[config.mk]
export PLATFORM = sky130hd
export DESIGN_NAME = cache_mem_arbiter
export DESIGN_NICKNAME = d
export VERILOG_FILES = /design/src/rtl/cache_pkg.sv /design/src/rtl/cache_mem_arbiter_beat_counter.sv /design/src/rtl/cache_mem_arbiter.sv
export SDC_FILE = /design/constraint.sdc
export NUM_CORES = 1
export LEC_CHECK = 0
export ABC_CLOCK_PERIOD_IN_PS = 2700
export BUFFER_PORTS_ARGS = -buffer_cell sky130_fd_sc_hd__buf_2
export CORE_AREA = 2 2 130 132
export CTS_BUF_LIST = sky130_fd_sc_hd__clkbuf_8 sky130_fd_sc_hd__clkbuf_16
export DETAILED_ROUTE_END_ITERATION = 7
export DIE_AREA = 0 0 132 134
export PLACE_DENSITY = 0.52
export RECOVER_POWER = 100
export SETUP_SLACK_MARGIN = 0.4
export SYNTH_ARGS = -nofsm -noshare
export SYNTH_HDL_FRONTEND = slang
export SYNTH_SLANG_ARGS = --single-unit
[constraint.sdc]
create_clock -name clk -period 2.7 [get_ports clk]
set_input_delay 0.405 -clock clk [delete_from_list [all_inputs] [get_ports clk]]
set_output_delay 0.405 -clock clk [all_outputs]
set_load 0.05 [all_outputs]
[src/rtl/cache_pkg.sv]
// Shared types and sizing helpers for the cache-to-memory arbiter slice.
package cache_pkg;

    typedef enum logic [2:0] {
        ST_IDLE,
        ST_IC_READ,
        ST_DC_READ,
        ST_DC_WRITE,
        ST_RELEASE
    } t_arb_state;

    localparam int unsigned BLOCK_BEATS = 16;

    // One extra bit so a full write burst (count == beats) is representable.
    function automatic int unsigned beat_cnt_width(input int unsigned beats);
        return $clog2(beats) + 1;
    endfunction

endpackage

[src/rtl/cache_mem_arbiter_beat_counter.sv]
// Burst beat counter: increments on inc_i, returns to zero only on clear_i.
module beat_counter
    import cache_pkg::*;
#(
    parameter int unsigned BEATS = BLOCK_BEATS
) (
    input  logic clk,
    input  logic arstn,
    input  logic inc_i,
    input  logic clear_i,
    output logic last_o,
    output logic full_o
);

    localparam int unsigned W = beat_cnt_width(BEATS);
    localparam logic [W-1:0] LAST = W'(BEATS - 1);
    localparam logic [W-1:0] FULL = W'(BEATS);

    logic [W-1:0] count_q, count_d;

    always_comb begin
        count_d = count_q;
        if (clear_i) begin
            count_d = '0;
        end else if (inc_i) begin
            count_d = count_q + 1'b1;
        end
    end

    always_ff @(posedge clk or negedge arstn) begin
        if (!arstn) begin
            count_q <= '0;
        end else begin
            count_q <= count_d;
        end
    end

    assign last_o = (count_q == LAST);
    assign full_o = (count_q == FULL);

endmodule

[src/rtl/cache_mem_arbiter.sv]
// Grants the shared memory port to the icache or dcache and generates the
// per-requester beat valid, last and done pulses.
module cache_mem_arbiter
    import cache_pkg::*;
#(
    parameter int unsigned ADDR_WIDTH  = 64,
    parameter int unsigned DATA_WIDTH  = 32,
    parameter int unsigned BLOCK_BEATS = cache_pkg::BLOCK_BEATS
) (
    input  logic                  clk,
    input  logic                  arstn,
    input  logic                  i_ic_start_read,
    input  logic [ADDR_WIDTH-1:0] i_ic_addr,
    input  logic                  i_dc_start_read,
    input  logic                  i_dc_start_write,
    input  logic [ADDR_WIDTH-1:0] i_dc_addr,
    input  logic [DATA_WIDTH-1:0] i_dc_w_data,
    output logic                  o_mem_start_read,
    output logic                  o_mem_start_write,
    output logic [ADDR_WIDTH-1:0] o_mem_addr,
    output logic [DATA_WIDTH-1:0] o_mem_w_data,
    input  logic                  i_mem_r_valid,
    input  logic [DATA_WIDTH-1:0] i_mem_r_data,
    input  logic                  i_mem_w_ready,
    input  logic                  i_mem_b_valid,
    output logic                  o_ic_r_valid,
    output logic                  o_dc_r_valid,
    output logic [DATA_WIDTH-1:0] o_r_data,
    output logic                  o_ic_r_last,
    output logic                  o_dc_r_last,
    output logic                  o_dc_w_next,
    output logic                  o_dc_b_done
);

    t_arb_state state_q, state_d;
    logic       last_dc_q, last_dc_d;
    logic       cnt_inc, cnt_clr, cnt_last, cnt_full;

    beat_counter #(
        .BEATS(BLOCK_BEATS)
    ) u_beat_counter (
        .clk    (clk),
        .arstn  (arstn),
        .inc_i  (cnt_inc),
        .clear_i(cnt_clr),
        .last_o (cnt_last),
        .full_o (cnt_full)
    );

    always_ff @(posedge clk or negedge arstn) begin
        if (!arstn) begin
            state_q   <= ST_IDLE;
            last_dc_q <= 1'b1;
        end else begin
            state_q   <= state_d;
            last_dc_q <= last_dc_d;
        end
    end

    always_comb begin
        state_d   = state_q;
        last_dc_d = last_dc_q;
        unique case (state_q)
            ST_IDLE: begin
                if (i_dc_start_write) begin
                    state_d = ST_DC_WRITE;
                end else if (i_ic_start_read && (!i_dc_start_read || last_dc_q)) begin
                    state_d   = ST_IC_READ;
                    last_dc_d = 1'b0;
                end else if (i_dc_start_read) begin
                    state_d   = ST_DC_READ;
                    last_dc_d = 1'b1;
                end
            end
            ST_IC_READ, ST_DC_READ: begin
                if (i_mem_r_valid && cnt_last) begin
                    state_d = ST_RELEASE;
                end
            end
            ST_DC_WRITE: begin
                if (cnt_full && i_mem_b_valid) begin
                    state_d = ST_RELEASE;
                end
            end
            ST_RELEASE: state_d = ST_IDLE;
            default:    state_d = ST_IDLE;
        endcase
    end

    // Beats outside a grant never reach the counter or the caches.
    always_comb begin
        o_mem_start_read  = 1'b0;
        o_mem_start_write = 1'b0;
        o_mem_addr        = '0;
        o_ic_r_valid      = 1'b0;
        o_dc_r_valid      = 1'b0;
        o_ic_r_last       = 1'b0;
        o_dc_r_last       = 1'b0;
        o_dc_w_next       = 1'b0;
        o_dc_b_done       = 1'b0;
        cnt_inc           = 1'b0;
        cnt_clr           = 1'b0;
        unique case (state_q)
            ST_IC_READ: begin
                o_mem_start_read = 1'b1;
                o_mem_addr       = i_ic_addr;
                o_ic_r_valid     = i_mem_r_valid;
                o_ic_r_last      = i_mem_r_valid && cnt_last;
                cnt_inc          = i_mem_r_valid;
                cnt_clr          = i_mem_r_valid && cnt_last;
            end
            ST_DC_READ: begin
                o_mem_start_read = 1'b1;
                o_mem_addr       = i_dc_addr;
                o_dc_r_valid     = i_mem_r_valid;
                o_dc_r_last      = i_mem_r_valid && cnt_last;
                cnt_inc          = i_mem_r_valid;
                cnt_clr          = i_mem_r_valid && cnt_last;
            end
            ST_DC_WRITE: begin
                o_mem_start_write = 1'b1;
                o_mem_addr        = i_dc_addr;
                o_dc_w_next       = i_mem_w_ready && !cnt_full;
                o_dc_b_done       = cnt_full && i_mem_b_valid;
                cnt_inc           = i_mem_w_ready && !cnt_full;
                cnt_clr           = cnt_full && i_mem_b_valid;
            end
            default: ;
        endcase
    end

    assign o_r_data     = i_mem_r_data;
    assign o_mem_w_data = i_dc_w_data;

endmodule

; ---- Word-level counts from Yosys, hierarchy flattened
; Index checks and enable logic that the tools add are counted.
[totals]
wordCells = 48
output_inout_bits = 136
regBits = 9
in_bits = 200
[op_classes]
add_sub_neg = 1
reduce_logical = 14
eq_ne = 8
n_bitwise = 1
muxes = 21
[ops]
columns = cell, count
row1 = case mux 64 bit (2 select lines), 1
row2 = 2-to-1 mux 3 bit, 5
row3 = 2-to-1 mux 1 bit, 10
row4 = 2-to-1 mux 5 bit, 2
row5 = case mux 3 bit (3 select lines), 1
row6 = "== test 3 x 2 -> 1 bit, second input constant", 2
row7 = AND reduction 3 bit, 2
row8 = "adder 5 x 1 -> 5 bit, second input constant", 1
row9 = "== test 5 x 4 -> 1 bit, second input constant", 1
row10 = "== test 5 bit, second input constant", 1
row11 = logical AND 1 bit, 4
row12 = "inequality test 4 bit, second input constant", 1
row13 = case mux 1 bit (2 select lines), 2
row14 = nonzero test 2 bit, 2
row15 = OR reduction 2 bit, 2
row16 = "== test 3 x 1 -> 1 bit, second input constant", 1
row17 = logical NOT 3 bit, 1
row18 = logical NOT 1 bit, 2
row19 = "inequality test 2 x 1 -> 1 bit, second input constant", 1
row20 = "inequality test 2 bit, second input constant", 1
row21 = logical OR 1 bit, 1
row22 = inverter 1 bit, 1

; ---- Longest topological paths before layout
[depth]
word_depth = 6
depth_mapped = 7

; ---- By module
; From an unflattened synthesis, not the netlist that was laid out.
[unflattened]
hier_cells = 211
hier_area_um2 = 1757.9
[modules_own_cells]
columns = mod, instances, area_each_um2, cells_each, seq_area_each_um2
row1 = cache_mem_arbiter, 1, 1450.1, 183, 101.3
row2 = beat_counter, 1, 307.8, 28, 125.1

; ---- Least setup slack after synthesis
; OpenSTA, ideal clock, no wires.
[synth_path]
kind = reg-to-output
startpoint = reg state_q[2]
endpoint = out o_dc_b_done
stages_incl_launch_ff = 5
arrival_time_ns = 1.751
setup_slack_ns = 0.544
required_time_ns = 2.295
n_path_buf = 1
path_cell_list = dfrtp_1 -> buf_2 -> and2b_1 -> and2_1 -> and3_1
[synth_via]
elab_chain_cells = 2
[synth_rtl]
columns = item, line
row1 = from (decl), cache_mem_arbiter.sv:35  ; t_arb_state state_q, state_d;
row2 = from (signal assigned), cache_mem_arbiter.sv:55  ; state_q <= state_d;
row3 = == test 3 x 2 -> 1 bit, cache_mem_arbiter.sv:103  ; unique case (state_q)
row4 = 2-to-1 mux 1 bit, cache_mem_arbiter.sv:103
row5 = to (decl), cache_mem_arbiter.sv:32  ; output logic o_dc_b_done
; Every way passes these cells.

; ---- Final worst setup path
[layout_path]
startpoint = reg state_q[2]
endpoint = out o_mem_addr[31]
[layout_via]
elab_chain_cells = 3
[layout_rtl]
columns = item, line
row1 = == test 3 x 2 -> 1 bit, cache_mem_arbiter.sv:103
row2 = OR reduction 2 bit (no source line), --
row3 = case mux 64 bit (2 select lines) *, cache_mem_arbiter.sv:103
row4 = to (decl), cache_mem_arbiter.sv:20  ; output logic [ADDR_WIDTH-1:0] o_mem_addr,
; Every way passes the cells marked *; elsewhere a longest branch is shown, timed or not.

==> metrics <==
status=completed; worst r2r path cells=7; Worst setup SP type=flop; TNS Setup=0 ns; Sink Count=9; PwrDens=1560 nW/µm²; Initial Utilization=11.0%; pin count of the biggest net entering global routing=44; antenna diode count=0; max frequency=412 MHz; Post-Synth Adder-Cell Area=2.09%; Core Box Area=16300 µm²; final hold viol count=0; Final period util=between 80% and 90%; DRC viols=0; DRT Pass-1 Iters=4; EDFF count, synth=0; synthesized area=1800 µm²; Tot Pwr=4.19 mW; TritonCTS Buffers=3; post-synth cell types=36; total of max-cap violations=0; Avg Cell Area, Syn=approximately 8.2 µm²; cts-stage hold buffer count=0; Die Width=132 µm; vias in the first global route=2074; crit path DAT=2.02 ns; WL final=9920 µm; PortBufs=207; Crit Path Class=reg2out; clock root cell=clkbuf_16; RR Endpoint=u_beat_counter.count_q[2]$_DFFE_PN0P_; CP Capture Type=output pin; drt initial violations=90; IO Pins=336; proportion of layout cells with a drive suffix above 1=54.5%; area leader, netlist=a22o_1; global route overflow=0; Setup Slack @ Placement=between 0.6 and 0.7 ns; Lkg Pwr=~1.4 nW; Setup Viol. Count Final=0; Tot GR Track Use=9.91%; Critical Path RT=2.30 ns; Yosys warnings=0; post-synthesis compound-gate area fraction=between 40 and 50%; Final #Nets=558; worst slew pin tran=roughly 0.66 ns; most common library cells after synthesis=buf_4, a22o_1, buf_2; dpl cell area=2590 µm²; reg2reg start=u_beat_counter.count_q[0]$_DFFE_PN0P_; Reg clk slew, reported paths=0.04 ns; Die Ht=134 µm; antenna violations before repair=1; post-layout instance area=2680 µm²; fillcell total=1889; routed via count=2206; Final Max Tran Viols=0; H-tree depth=1; cells after synthesis=218; first-pass GRT wire length=13300 µm; share of the synthesized area in the top cell type=31.2%; HPWL Detailed=between 8000 and 9000 µm; Via density=3.84; #FFs+latches synth=9; CTS tree=done; Rel. slew slack=56.1%; ys flop type=dfrtp_1; Routed Antenna Nets=0; WL/cell=17.3 µm; post-layout minimum cycle time=2.42 ns; class of the worst hold path=in2async; Post-Synth XOR/XNOR Area=0%; post-layout util=between 10% and 20%; sequential area share after synthesis=12.6%; mux share of post-synthesis cell area=0%; Setup Skew=0.000798 ns; RSZ-0062 raised after global routing=false; Max VDD drop=roughly 0.53 mV; GP Congestion=0.755; CP Max Fanout=32; main combinational cell family by area after synthesis=compound AO/OA/AOI/OAI gates; Async S/R FF share, synth=100%; most frequent cell after synthesis=buf_4; Setup WS post-layout=0.275 ns; die area=about 18000 µm²; Synth area leaders=a22o_1, buf_4, dfrtp_1; simple-gate portion of the synthesized area=12.7%; clk buf depth=2; R2R Setup Slk=0.58 ns; row count=47; Area growth, synth to finish=49.1%; worst skew pair latency=0.24 ns; syn_nets=421
-- how the worst max path moves through the flow --
stage                      startpoint  depth (start not counted)  slack [ns]        endpoint
2_1_floorplan  state_q[2]$_DFFE_PN0P_                          4        0.54     o_dc_b_done
3_3_place_gp   state_q[2]$_DFFE_PN0P_                          4        0.61  o_mem_addr[45]
5_1_grt        state_q[1]$_DFFE_PN0P_                          4        0.19  o_mem_addr[45]
4_1_cts        state_q[1]$_DFFE_PN0P_                          4        0.41   o_mem_addr[3]
3_5_place_dp   state_q[1]$_DFFE_PN0P_                          4        0.62  o_mem_addr[45]
6_report       state_q[2]$_DFFE_PN0P_                          4        0.28  o_mem_addr[31]
-- kinds of logic (layout without fill, tap and decap cells) --
family,after synthesis,count (layout)
buffers and inverters,85,221
DFF,9,9
and+or+nand+nor,35,35
AOI/OAI and AO/OA,86,86
adders and majority gates,3,3
-- report_power, final --
group	internal [mW]	switching, mW	leakage, nW	total (mW)
logic	0.974	2.68	1.20	3.65
registers	0.199	0.0730	0.108	0.272
clock network	0.194	0.0720	0.0423	0.266
-- sequential cells by signal (all words and copies together), names as in the netlist --
signal	count
u_beat_counter.count_q	5
state_q	3
last_dc_q	1
-- per-stage QoR --
step	hold slack (ns)	cells
2_1_floorplan	0.109	218
3_3_place_gp	0.276	568
3_5_place_dp	0.277	568
4_1_cts	0.0227	573
5_1_grt	0.165	574
6_report	0.110	574
-- placed cells by master, fill, tap and decap left out, types with 2 or more instances in the layout --
cell type	instances
a211oi_1	2
clkbuf_1	33
dfrtp_2	2
a22o_1	64
dfrtp_1	6
and3_1	3
a31oi_1	2
a21oi_1	9
clkbuf_16	3
and2_1	4
nand3_1	2
inv_1	4
buf_2	155
nand2b_1	3
nor2_1	5
nor4_1	2
nand2_1	5
clkbuf_2	15
ha_1	3
clkbuf_4	6
o21ai_0	2
nor3_1	3
-- final cells by class --
class                           instances  area (µm²)  area share, %
Tap cell                              220         275           10.3
Clock inverter                          1        3.75          0.140
Sequential cell                         9         229           8.55
Inverter                                4        15.0          0.561
Timing Repair Buffer                  213        1090           40.7
Multi-Input combinational cell        124         988           36.9
Clock buffer                            3        75.1           2.80
-- metal layers --
metal / global-route usage, % / wire length (µm)
met1: 12.2 / 4100
met2: 17.4 / 4830
met3: 2.57 / 824
met4: 1.99 / 158
met5: 0 / 0
-- worst max-delay path, stage by stage, from the launching register on --
cell	delay [ns]
dfrtp_2	0.47
and2b_4	0.32
bufbuf_16	0.34
a22o_1	0.16
clkbuf_1	0.46
-- timing repair --
action | 4_1_cts | 5_1_grt
gates resized for setup | 2 | 9
setup buffers | 0 | 1
endpoints found under the hold margin | 0 | 0
setup endpoints to repair | 16 | 53
pin swaps | 0 | 0
gates cloned | 1 | 0
Note: power is estimated with default switching activity, not from simulation.
